<file path="src/rtl/key_conditioner_pkg.sv">
// Shared board-IO definitions: key FSM encoding, default timing constants
// and the registered key-event payload.
package key_conditioner_pkg;

  // 10 ms debounce, 500 ms first repeat, 100 ms repeat period at 50 MHz
  localparam int unsigned DEF_DEBOUNCE_CYCLES = 500000;
  localparam int unsigned DEF_REPEAT_DELAY    = 25000000;
  localparam int unsigned DEF_REPEAT_PERIOD   = 5000000;

  typedef enum logic [1:0] {
    ST_IDLE         = 2'd0,
    ST_PRESS_WAIT   = 2'd1,
    ST_HELD         = 2'd2,
    ST_RELEASE_WAIT = 2'd3
  } kc_state_e;

  typedef struct packed {
    logic pressed;
    logic press_pulse;
    logic release_pulse;
  } kc_event_t;

  function automatic int unsigned max_u(input int unsigned a, input int unsigned b);
    return (a > b) ? a : b;
  endfunction

endpackage

</file>
<file path="src/rtl/key_conditioner_if.sv">
// Key conditioner signal bundle: raw key towards the conditioner, debounced
// level and strobes back out.
interface key_conditioner_if;
  logic key_in;
  logic pressed;
  logic press_pulse;
  logic release_pulse;

  modport master (output key_in, input pressed, press_pulse, release_pulse);
  modport slave  (input key_in, output pressed, press_pulse, release_pulse);
endinterface

</file>
<file path="src/rtl/key_conditioner_sync_2ff.sv">
// sync_2ff: two-flop synchronizer for asynchronous board inputs (keys, switches);
// resets to RESET_VAL so a reset releases onto the idle input level.
module sync_2ff #(
  parameter logic RESET_VAL = 1'b0
) (
  input  logic clk,
  input  logic aclr,
  input  logic d,
  output logic q
);

  logic meta;

  always_ff @(posedge clk or posedge aclr) begin
    if (aclr) begin
      meta <= RESET_VAL;
      q    <= RESET_VAL;
    end else begin
      meta <= d;
      q    <= meta;
    end
  end

endmodule

</file>
<file path="src/rtl/key_conditioner.sv">
// Pushbutton conditioner: synchronize, debounce, emit registered level plus
// press/release strobes. Define KEY_COND_REPEAT_EN to add auto-repeat while held.
module key_conditioner
  import key_conditioner_pkg::*;
#(
  parameter int unsigned DEBOUNCE_CYCLES = DEF_DEBOUNCE_CYCLES,
  parameter bit          KEY_ACTIVE_LOW  = 1'b1,
  parameter int unsigned REPEAT_DELAY    = DEF_REPEAT_DELAY,
  parameter int unsigned REPEAT_PERIOD   = DEF_REPEAT_PERIOD
) (
  input logic              clk,
  input logic              aclr,
  key_conditioner_if.slave bus
);

  localparam int unsigned CNT_W = $clog2(DEBOUNCE_CYCLES + 1);
  localparam logic [CNT_W-1:0] CNT_MAX  = CNT_W'(DEBOUNCE_CYCLES);
  localparam logic [CNT_W-1:0] CNT_LAST = CNT_W'(DEBOUNCE_CYCLES - 1);

  if (DEBOUNCE_CYCLES < 2 || DEBOUNCE_CYCLES > (1 << 24) ||
      REPEAT_DELAY == 0 || REPEAT_PERIOD == 0) begin : g_bad_param
    $error("key_conditioner: timing parameter out of range");
  end

  kc_state_e        state, state_n;
  logic [CNT_W-1:0] cnt, cnt_n, cnt_inc;
  kc_event_t        evt_q, evt_n;
  logic             key_sync;
  logic             s;
  logic             rpt_fire;

  // Idle key level is the reset value so reset never looks like a press
  sync_2ff #(.RESET_VAL(KEY_ACTIVE_LOW)) u_sync (
    .clk  (clk),
    .aclr (aclr),
    .d    (bus.key_in),
    .q    (key_sync)
  );

  assign s       = KEY_ACTIVE_LOW ? ~key_sync : key_sync;
  assign cnt_inc = (cnt == CNT_MAX) ? cnt : cnt + CNT_W'(1);

  always_ff @(posedge clk or posedge aclr) begin
    if (aclr) begin
      state <= ST_IDLE;
      cnt   <= '0;
      evt_q <= '0;
    end else begin
      state <= state_n;
      cnt   <= cnt_n;
      evt_q <= evt_n;
    end
  end

  // Strobes decode the registered state against last cycle's level, so they
  // land one cycle after the accepting transition, together with pressed.
  always_comb begin
    state_n = state;
    cnt_n   = cnt;
    evt_n   = '0;

    case (state)
      ST_IDLE: begin
        if (s) begin
          state_n = ST_PRESS_WAIT;
          cnt_n   = CNT_W'(1);
        end
      end
      ST_PRESS_WAIT: begin
        if (!s) begin
          state_n = ST_IDLE;
          cnt_n   = '0;
        end else if (cnt == CNT_LAST) begin
          state_n = ST_HELD;
          cnt_n   = '0;
        end else begin
          cnt_n = cnt_inc;
        end
      end
      ST_HELD: begin
        if (!s) begin
          state_n = ST_RELEASE_WAIT;
          cnt_n   = CNT_W'(1);
        end
      end
      ST_RELEASE_WAIT: begin
        if (s) begin
          state_n = ST_HELD;
          cnt_n   = '0;
        end else if (cnt == CNT_LAST) begin
          state_n = ST_IDLE;
          cnt_n   = '0;
        end else begin
          cnt_n = cnt_inc;
        end
      end
      default: begin
        state_n = ST_IDLE;
        cnt_n   = '0;
      end
    endcase

    evt_n.pressed       = (state == ST_HELD) || (state == ST_RELEASE_WAIT);
    evt_n.press_pulse   = ((state == ST_HELD) && !evt_q.pressed) || rpt_fire;
    evt_n.release_pulse = (state == ST_IDLE) && evt_q.pressed;
  end

`ifdef KEY_COND_REPEAT_EN
  localparam int unsigned RPT_W = $clog2(max_u(REPEAT_DELAY, REPEAT_PERIOD) + 1);

  logic [RPT_W-1:0] rpt_cnt, rpt_cnt_n, rpt_target;
  logic             rpt_first, rpt_first_n;

  always_ff @(posedge clk or posedge aclr) begin
    if (aclr) begin
      rpt_cnt   <= '0;
      rpt_first <= 1'b1;
    end else begin
      rpt_cnt   <= rpt_cnt_n;
      rpt_first <= rpt_first_n;
    end
  end

  // Counts HELD cycles only: frozen in RELEASE_WAIT, cleared in IDLE
  always_comb begin
    rpt_cnt_n   = rpt_cnt;
    rpt_first_n = rpt_first;
    rpt_target  = rpt_first ? RPT_W'(REPEAT_DELAY) : RPT_W'(REPEAT_PERIOD);
    rpt_fire    = 1'b0;

    case (state)
      ST_IDLE: begin
        rpt_cnt_n   = '0;
        rpt_first_n = 1'b1;
      end
      ST_HELD: begin
        if (rpt_cnt == rpt_target) begin
          rpt_fire    = 1'b1;
          rpt_cnt_n   = RPT_W'(1);
          rpt_first_n = 1'b0;
        end else begin
          rpt_cnt_n = rpt_cnt + RPT_W'(1);
        end
      end
      default: ;
    endcase
  end
`else
  assign rpt_fire = 1'b0;
`endif

  assign bus.pressed       = evt_q.pressed;
  assign bus.press_pulse   = evt_q.press_pulse;
  assign bus.release_pulse = evt_q.release_pulse;

endmodule
</file>
<file path="src/flat_wrapper.sv">
// flat-port wrapper written by rule: the top's interface ports become plain ports
module key_conditioner_flat import key_conditioner_pkg::*;
#(
  parameter int unsigned DEBOUNCE_CYCLES = DEF_DEBOUNCE_CYCLES,
  parameter bit          KEY_ACTIVE_LOW  = 1'b1,
  parameter int unsigned REPEAT_DELAY    = DEF_REPEAT_DELAY,
  parameter int unsigned REPEAT_PERIOD   = DEF_REPEAT_PERIOD
)
  (clk, aclr, bus_key_in, bus_pressed, bus_press_pulse, bus_release_pulse);
  key_conditioner_if bus_i ();
  input logic clk;
  input logic aclr;
  input wire logic [$bits(bus_i.key_in)-1:0] bus_key_in;
  output wire logic [$bits(bus_i.pressed)-1:0] bus_pressed;
  output wire logic [$bits(bus_i.press_pulse)-1:0] bus_press_pulse;
  output wire logic [$bits(bus_i.release_pulse)-1:0] bus_release_pulse;
  assign bus_i.key_in = bus_key_in;
  assign bus_pressed = bus_i.pressed;
  assign bus_press_pulse = bus_i.press_pulse;
  assign bus_release_pulse = bus_i.release_pulse;
  key_conditioner #(.DEBOUNCE_CYCLES(DEBOUNCE_CYCLES), .KEY_ACTIVE_LOW(KEY_ACTIVE_LOW), .REPEAT_DELAY(REPEAT_DELAY), .REPEAT_PERIOD(REPEAT_PERIOD)) u_core (.clk(clk), .aclr(aclr), .bus(bus_i));
endmodule
</file>
<file path="config.mk">
export PLATFORM = sky130hd
export DESIGN_NAME = key_conditioner_flat
export DESIGN_NICKNAME = d
export VERILOG_FILES = /design/src/rtl/key_conditioner_pkg.sv /design/src/rtl/key_conditioner_if.sv /design/src/rtl/key_conditioner_sync_2ff.sv /design/src/rtl/key_conditioner.sv /design/src/flat_wrapper.sv
export SDC_FILE = /design/constraint.sdc
export NUM_CORES = 1
export LEC_CHECK = 0
export BUFFER_PORTS_ARGS = -buffer_cell sky130_fd_sc_hd__buf_2
export CAP_MARGIN = 20
export CORE_UTILIZATION = 55
export DETAILED_ROUTE_END_ITERATION = 10
export PLACE_DENSITY = 0.72
export SYNTH_ARGS = -nofsm -noshare
export SYNTH_HDL_FRONTEND = slang
export SYNTH_SLANG_ARGS = --single-unit
</file>
<file path="constraint.sdc">
create_clock -name clk -period 5.7 [get_ports clk]
set_input_delay 1.425 -clock clk [delete_from_list [all_inputs] [get_ports clk]]
set_output_delay 1.425 -clock clk [all_outputs]
set_load 0.02 [all_outputs]
</file>
======== Word-level counts from Yosys, hierarchy flattened ========
Index checks and enable logic that the tools add are counted.
word-level totals
  output and inout bits ................... 3
  bits of input ports ..................... 3
  flip-flop bits (word level) ............. 26
  word-level logic and storage cells ...... 38
cells by class
  reduce and logical (&&, ||, !) cells .... 7
  add/subtract/negate cells ............... 1
  equal/unequal tests ..................... 9
  muxes and demuxes ....................... 14
operators by type and width
  kind                     number
  $mux W19                 6
  $pmux W19 S4             1
  $eq A19 B19 Y1 const B   2
  $add A19 B1 Y19 const B  1
  $mux W2                  6
  $pmux W2 S4              1
  $ne A3 B2 Y1 const B     2
  $eq A2 B2 Y1 const B     2
  $ne A2 B2 Y1 const B     2
  $reduce_and A4 Y1        1
  $eq A2 B1 Y1 const B     1
  $logic_and A1 B1 Y1      2
  $logic_not A2 Y1         1
  $reduce_and A2 Y1        1
  $logic_not A1 Y1         1
  $logic_or A1 B1 Y1       1

======== Depth between registers and ports, before layout ========
  depth in word-level cells ............... 5
  gate-level depth with buffers ........... 8
  depth with buffers taken out ............ 7

======== Hierarchy ========
A second synthesis with hierarchy kept.
unflattened totals
  cell total of the unflattened synthesis .. 154
  area total of the unflattened synthesis .. 1426.4 µm²
modules (own cells, without submodules)
  module           instances  cells each  sequential area each (µm²)  area an instance (µm²)
  key_conditioner  1          151         600.6                       1370.1
  sync_2ff         1          3           52.6                        56.3

======== Least setup slack after synthesis ========
OpenSTA, ideal clock, no wires.
  kind .................................... register -> register
  from .................................... register u_core.cnt[6]
  to ...................................... register u_core.cnt[17]
  cell stages (with the launch flop) ...... 7
  setup time .............................. 0.127 ns
  arrival ................................. 1.835 ns
  required time ........................... 5.573 ns
  buffers on the path ..................... 1
  clock period less this slack ............ 1.962 ns
  slack ................................... 3.738 ns
  cell sequence ........................... dfrtp_1 -> or4b_4 -> nor4_4 -> a21oi_2 -> buf_6 -> a32oi_1 -> nand3_1
between the ends
  word-level cells in the longest chain between the ends .. 5
  elaborated cells between the ends (all ways) .. 8
  classes of those cells .................. add/sub: 1; eq/ne: 2; mux: 5
ends and longest elaborated chain
  what                                                      RTL line                                      RTL
  start, declared                                           key_conditioner.sv:26                         logic [CNT_W-1:0] cnt, cnt_n, cnt_inc;
  start signal, assigned                                    key_conditioner.sv:50                         cnt <= cnt_n;
  $add A19 B1 Y19 / $eq A19 B19 Y1 (equally long branches)  key_conditioner.sv:41                         assign cnt_inc = (cnt == CNT_MAX) ? cnt : cnt + CNT_W'(1);
  $mux W19                                                  key_conditioner.sv:41
  $mux W19 *                                                key_conditioner.sv:73, key_conditioner.sv:90
  $mux W19 (on tied branches)                               key_conditioner.sv:87, key_conditioner.sv:70
  $pmux W19 S4 *                                            key_conditioner.sv:62                         case (state)
Every way passes the cells marked *; elsewhere a longest branch is shown, timed or not.
A chain may end at the register's enable or synchronous reset.

======== Worst setup path in the final report ========
  from .................................... register u_core.cnt[0]
  to ...................................... register u_core.cnt[12]
The elaborated chain is that of the path after synthesis.

==> results_dict.tcl <==
set metrics [dict create \
    grt_pass1_vias 1049 \
    post-route-period-util_pct 42.7 \
    clk_latency_ns 0.33 \
    synth_top_area_share_pct 43.2 \
    finalWeightedCongestion 0.881 \
    rsz0062_at_grt "no" \
    start_util_pct 60.5 \
    outcome "completed" \
    fin_area_um2 1480 \
    syn_inst 145 \
    nFillCells 180 \
    cts_buffers 3 \
    grt_overflow 0 \
    diodes 0 \
    post_route_cells_drive_above_1_share_pct 12.8 \
    synth.area.top_cells "dfrtp_1 (43%), o21ai_0 (5.0%), nand3_1 (4.3%)" \
    grt_start_max_net_pins 27 \
    port_buffers 5 \
    internal_power_mw 0.309 \
    cts_tree "yes" \
    post_drt_wl_per_cell_um 15.9 \
    p_switching_mw 0.199 \
    synth_common_cells "dfrtp_1 (24), o21ai_0 (14), nand2_1 (12), nand3_1 (12), a21oi_1 (8)" \
    dr.pass1.iters 4 \
    p_leak_nw 0.635 \
    async_flop_share_pct 100 \
    rows 17 \
    ys_types 40 \
    hold_viol 0 \
    met2_length_um 1340 \
    syn_to_final_growth_pct 6.40 \
    worst_pin_slew_ns 1.01 \
    tns_ns 0 \
    post_cts_resized 0 \
    vdd_drop_max_mv 0.323 \
    antenna_found_initial 0 \
    synth.avg_cell_area_um2 9.58 \
    setup_violations 0 \
    seqPwrFrac_pct 45.6 \
    pre_cts_ws_ns 3.32 \
    cpPeakStageDelay_ns 0.76 \
    final-max-slew-violation-count 0 \
    vias 1095 \
    cap_viol_max_count 0 \
    grt_pass1_wl_um 4870 \
    core_um2 2300 \
    crit_type "reg2reg" \
    cp.required_ns 5.96 \
    cts_max_level 1 \
    synth_edf_count 0 \
    post_cts_buffers 0 \
    drt_wl_total_um 2800 \
    die_y_um 52.3 \
    min_period_ns 2.44 \
    cts_hold_buffers 0 \
    die_w_um 52.3 \
    synth_top_cell_by_area "dfrtp_1" \
    cp_max_fo 24 \
    top_layer "met4" \
    initialDrtViolationCount 18 \
    via_per_inst 6.22 \
    placed_area_um2 1410 \
    clk_pin_slew_ns 0.14 \
    cpMaxStageDelayCell "a21oi_2" \
    syn-cell-area_um2 1390 \
    synth_warnings 0 \
    ys_seq_area_share_pct 47.0 \
    powerDensity_nw_per_um2 343 \
    path_cells "ha_1 > and3_1 > and3b_1 > a21oi_2 > or2b_1 > a31oi_1" \
    hpwl_um 1900 \
    maxSlewHeadroom_pct 32.8 \
    clock_path_buffers 2 \
    cts_root_buffer "clkbuf_4" \
    layout.nets 154 \
    drc 0 \
    skew_ns 0.00810 \
    synth_flop_cell "dfrtp_1" \
    synth_nets 150 \
    die_area_um2 2730 \
    clock.fmax_ghz 0.411 \
    p_comb_share_pct 35.6 \
    hold_path_class "reg2reg" \
    end_kind "flop" \
    ant_nets 0 \
    fin_ws_ns 3.26 \
    clock_sinks 26 \
    yosysMostFrequentCell "dfrtp_1" \
    drt-met1-wl_um 1360 \
    p_sw_share_pct 39.1 \
    setup.worst_path.start_class "flop" \
    grt_use_total_pct 24.4 \
    clkPwrFrac_pct 18.7 \
    arrival_ns 2.69 \
    dr_wl_met3_um 68 \
    fin_total_pwr_mw 0.507 \
    ys_ff_latch 26 \
    pin_count 6 \
]
worst max-delay path, delay by kind of cell (launching register included):
family	cells	cell delay (ns)
simple gates	3	0.75
flops	1	0.45
fa+ha+maj	1	0.23
compound gates	2	0.92
metal layers:
| metal | up-vias | GRT usage, % |
|---|---|---|
| met5 | - | 0 |
| met4 | 0 | 7.46 |
| met3 | 2 | 4.06 |
| met2 | 13 | 38.5 |
| met1 | 541 | 34.5 |
| li1 | 539 | - |
through the flow:
| stage | util [%] | cells | hold WS (ns) |
|---|---|---|---|
| 2_1_floorplan | - | 145 | 0.345 |
| 3_3_place_gp | 61.5 | 171 | 0.350 |
| 3_5_place_dp | 61.5 | 171 | 0.352 |
| 4_1_cts | 63.1 | 175 | 0.370 |
| 5_1_grt | 64.3 | 176 | 0.384 |
| 6_report | 64.3 | 176 | 0.380 |
power groups by stage:
stage / combinational [mW] / sequential, mW / clock (mW)
after floorplan: 0.135 / 0.242 / 0
after global placement: 0.174 / 0.233 / 0
after detailed placement: 0.179 / 0.235 / 0
after CTS: 0.181 / 0.231 / 0.0959
after global routing: 0.202 / 0.237 / 0.104
final: 0.181 / 0.232 / 0.0951
cells in the final DEF (no fill, tap or decap), drive strengths merged, types with 5 or more instances in the layout:
cell   synthesis  routed
o21ai         16      16
buf            2       6
dfrtp         24      24
a31oi          7       7
nand2         12      12
and3           5       5
a21oi          9       9
inv            7       7
nand4          5       5
nand3         12      12
cell type report:
| class | count | area, um2 | area share (%) |
|---|---|---|---|
| clock buffer | 4 | 36.3 | 2.46 |
| tap | 28 | 35.0 | 2.37 |
| inverter | 7 | 26.3 | 1.78 |
| sequential | 26 | 653 | 44.2 |
| multi-input combinational | 105 | 674 | 45.6 |
| timing repair buffer | 6 | 52.6 | 3.56 |
flip-flops by register name, indices dropped and copies added, names as in the netlist, named ones only:
register	count
u_core.bus.press_pulse	1
u_core.bus.pressed	1
u_core.bus.release_pulse	1
u_core.cnt	19
u_core.state	1
u_core.u_sync.meta	1
u_core.u_sync.q	1
cells by family (layout without fill, tap and decap cells):
| family | count (synthesis) | count (layout) | synth area share (%) |
|---|---|---|---|
| AOI/OAI and AO/OA | 41 | 41 | 18.4 |
| xor gates and xnor gates | 6 | 6 | 3.78 |
| adders and majority gates | 2 | 2 | 1.80 |
| buffers and inverters | 14 | 17 | 4.41 |
| DFF | 26 | 26 | 47.0 |
| and+or+nand+nor | 56 | 56 | 24.6 |
worst paths after layout:
check | depth (start not counted) | slack (ns) | to | from
min in group asynchronous | 2 | 0.98 | u_core.cnt[4]$_DFFE_PP0P_ | aclr
max | 6 | 3.26 | u_core.cnt[12]$_DFFE_PP0P_ | u_core.cnt[0]$_DFFE_PP0P_
min reg2reg | 0 | 0.38 | u_core.u_sync.q$_DFF_PP1_ | u_core.u_sync.meta$_DFF_PP1_
max reg2reg | 6 | 3.26 | u_core.cnt[12]$_DFFE_PP0P_ | u_core.cnt[0]$_DFFE_PP0P_
max in group asynchronous | 3 | 4.25 | u_core.u_sync.q$_DFF_PP1_ | aclr
min | 0 | 0.38 | u_core.u_sync.q$_DFF_PP1_ | u_core.u_sync.meta$_DFF_PP1_
(Power assumes the default switching activity.)
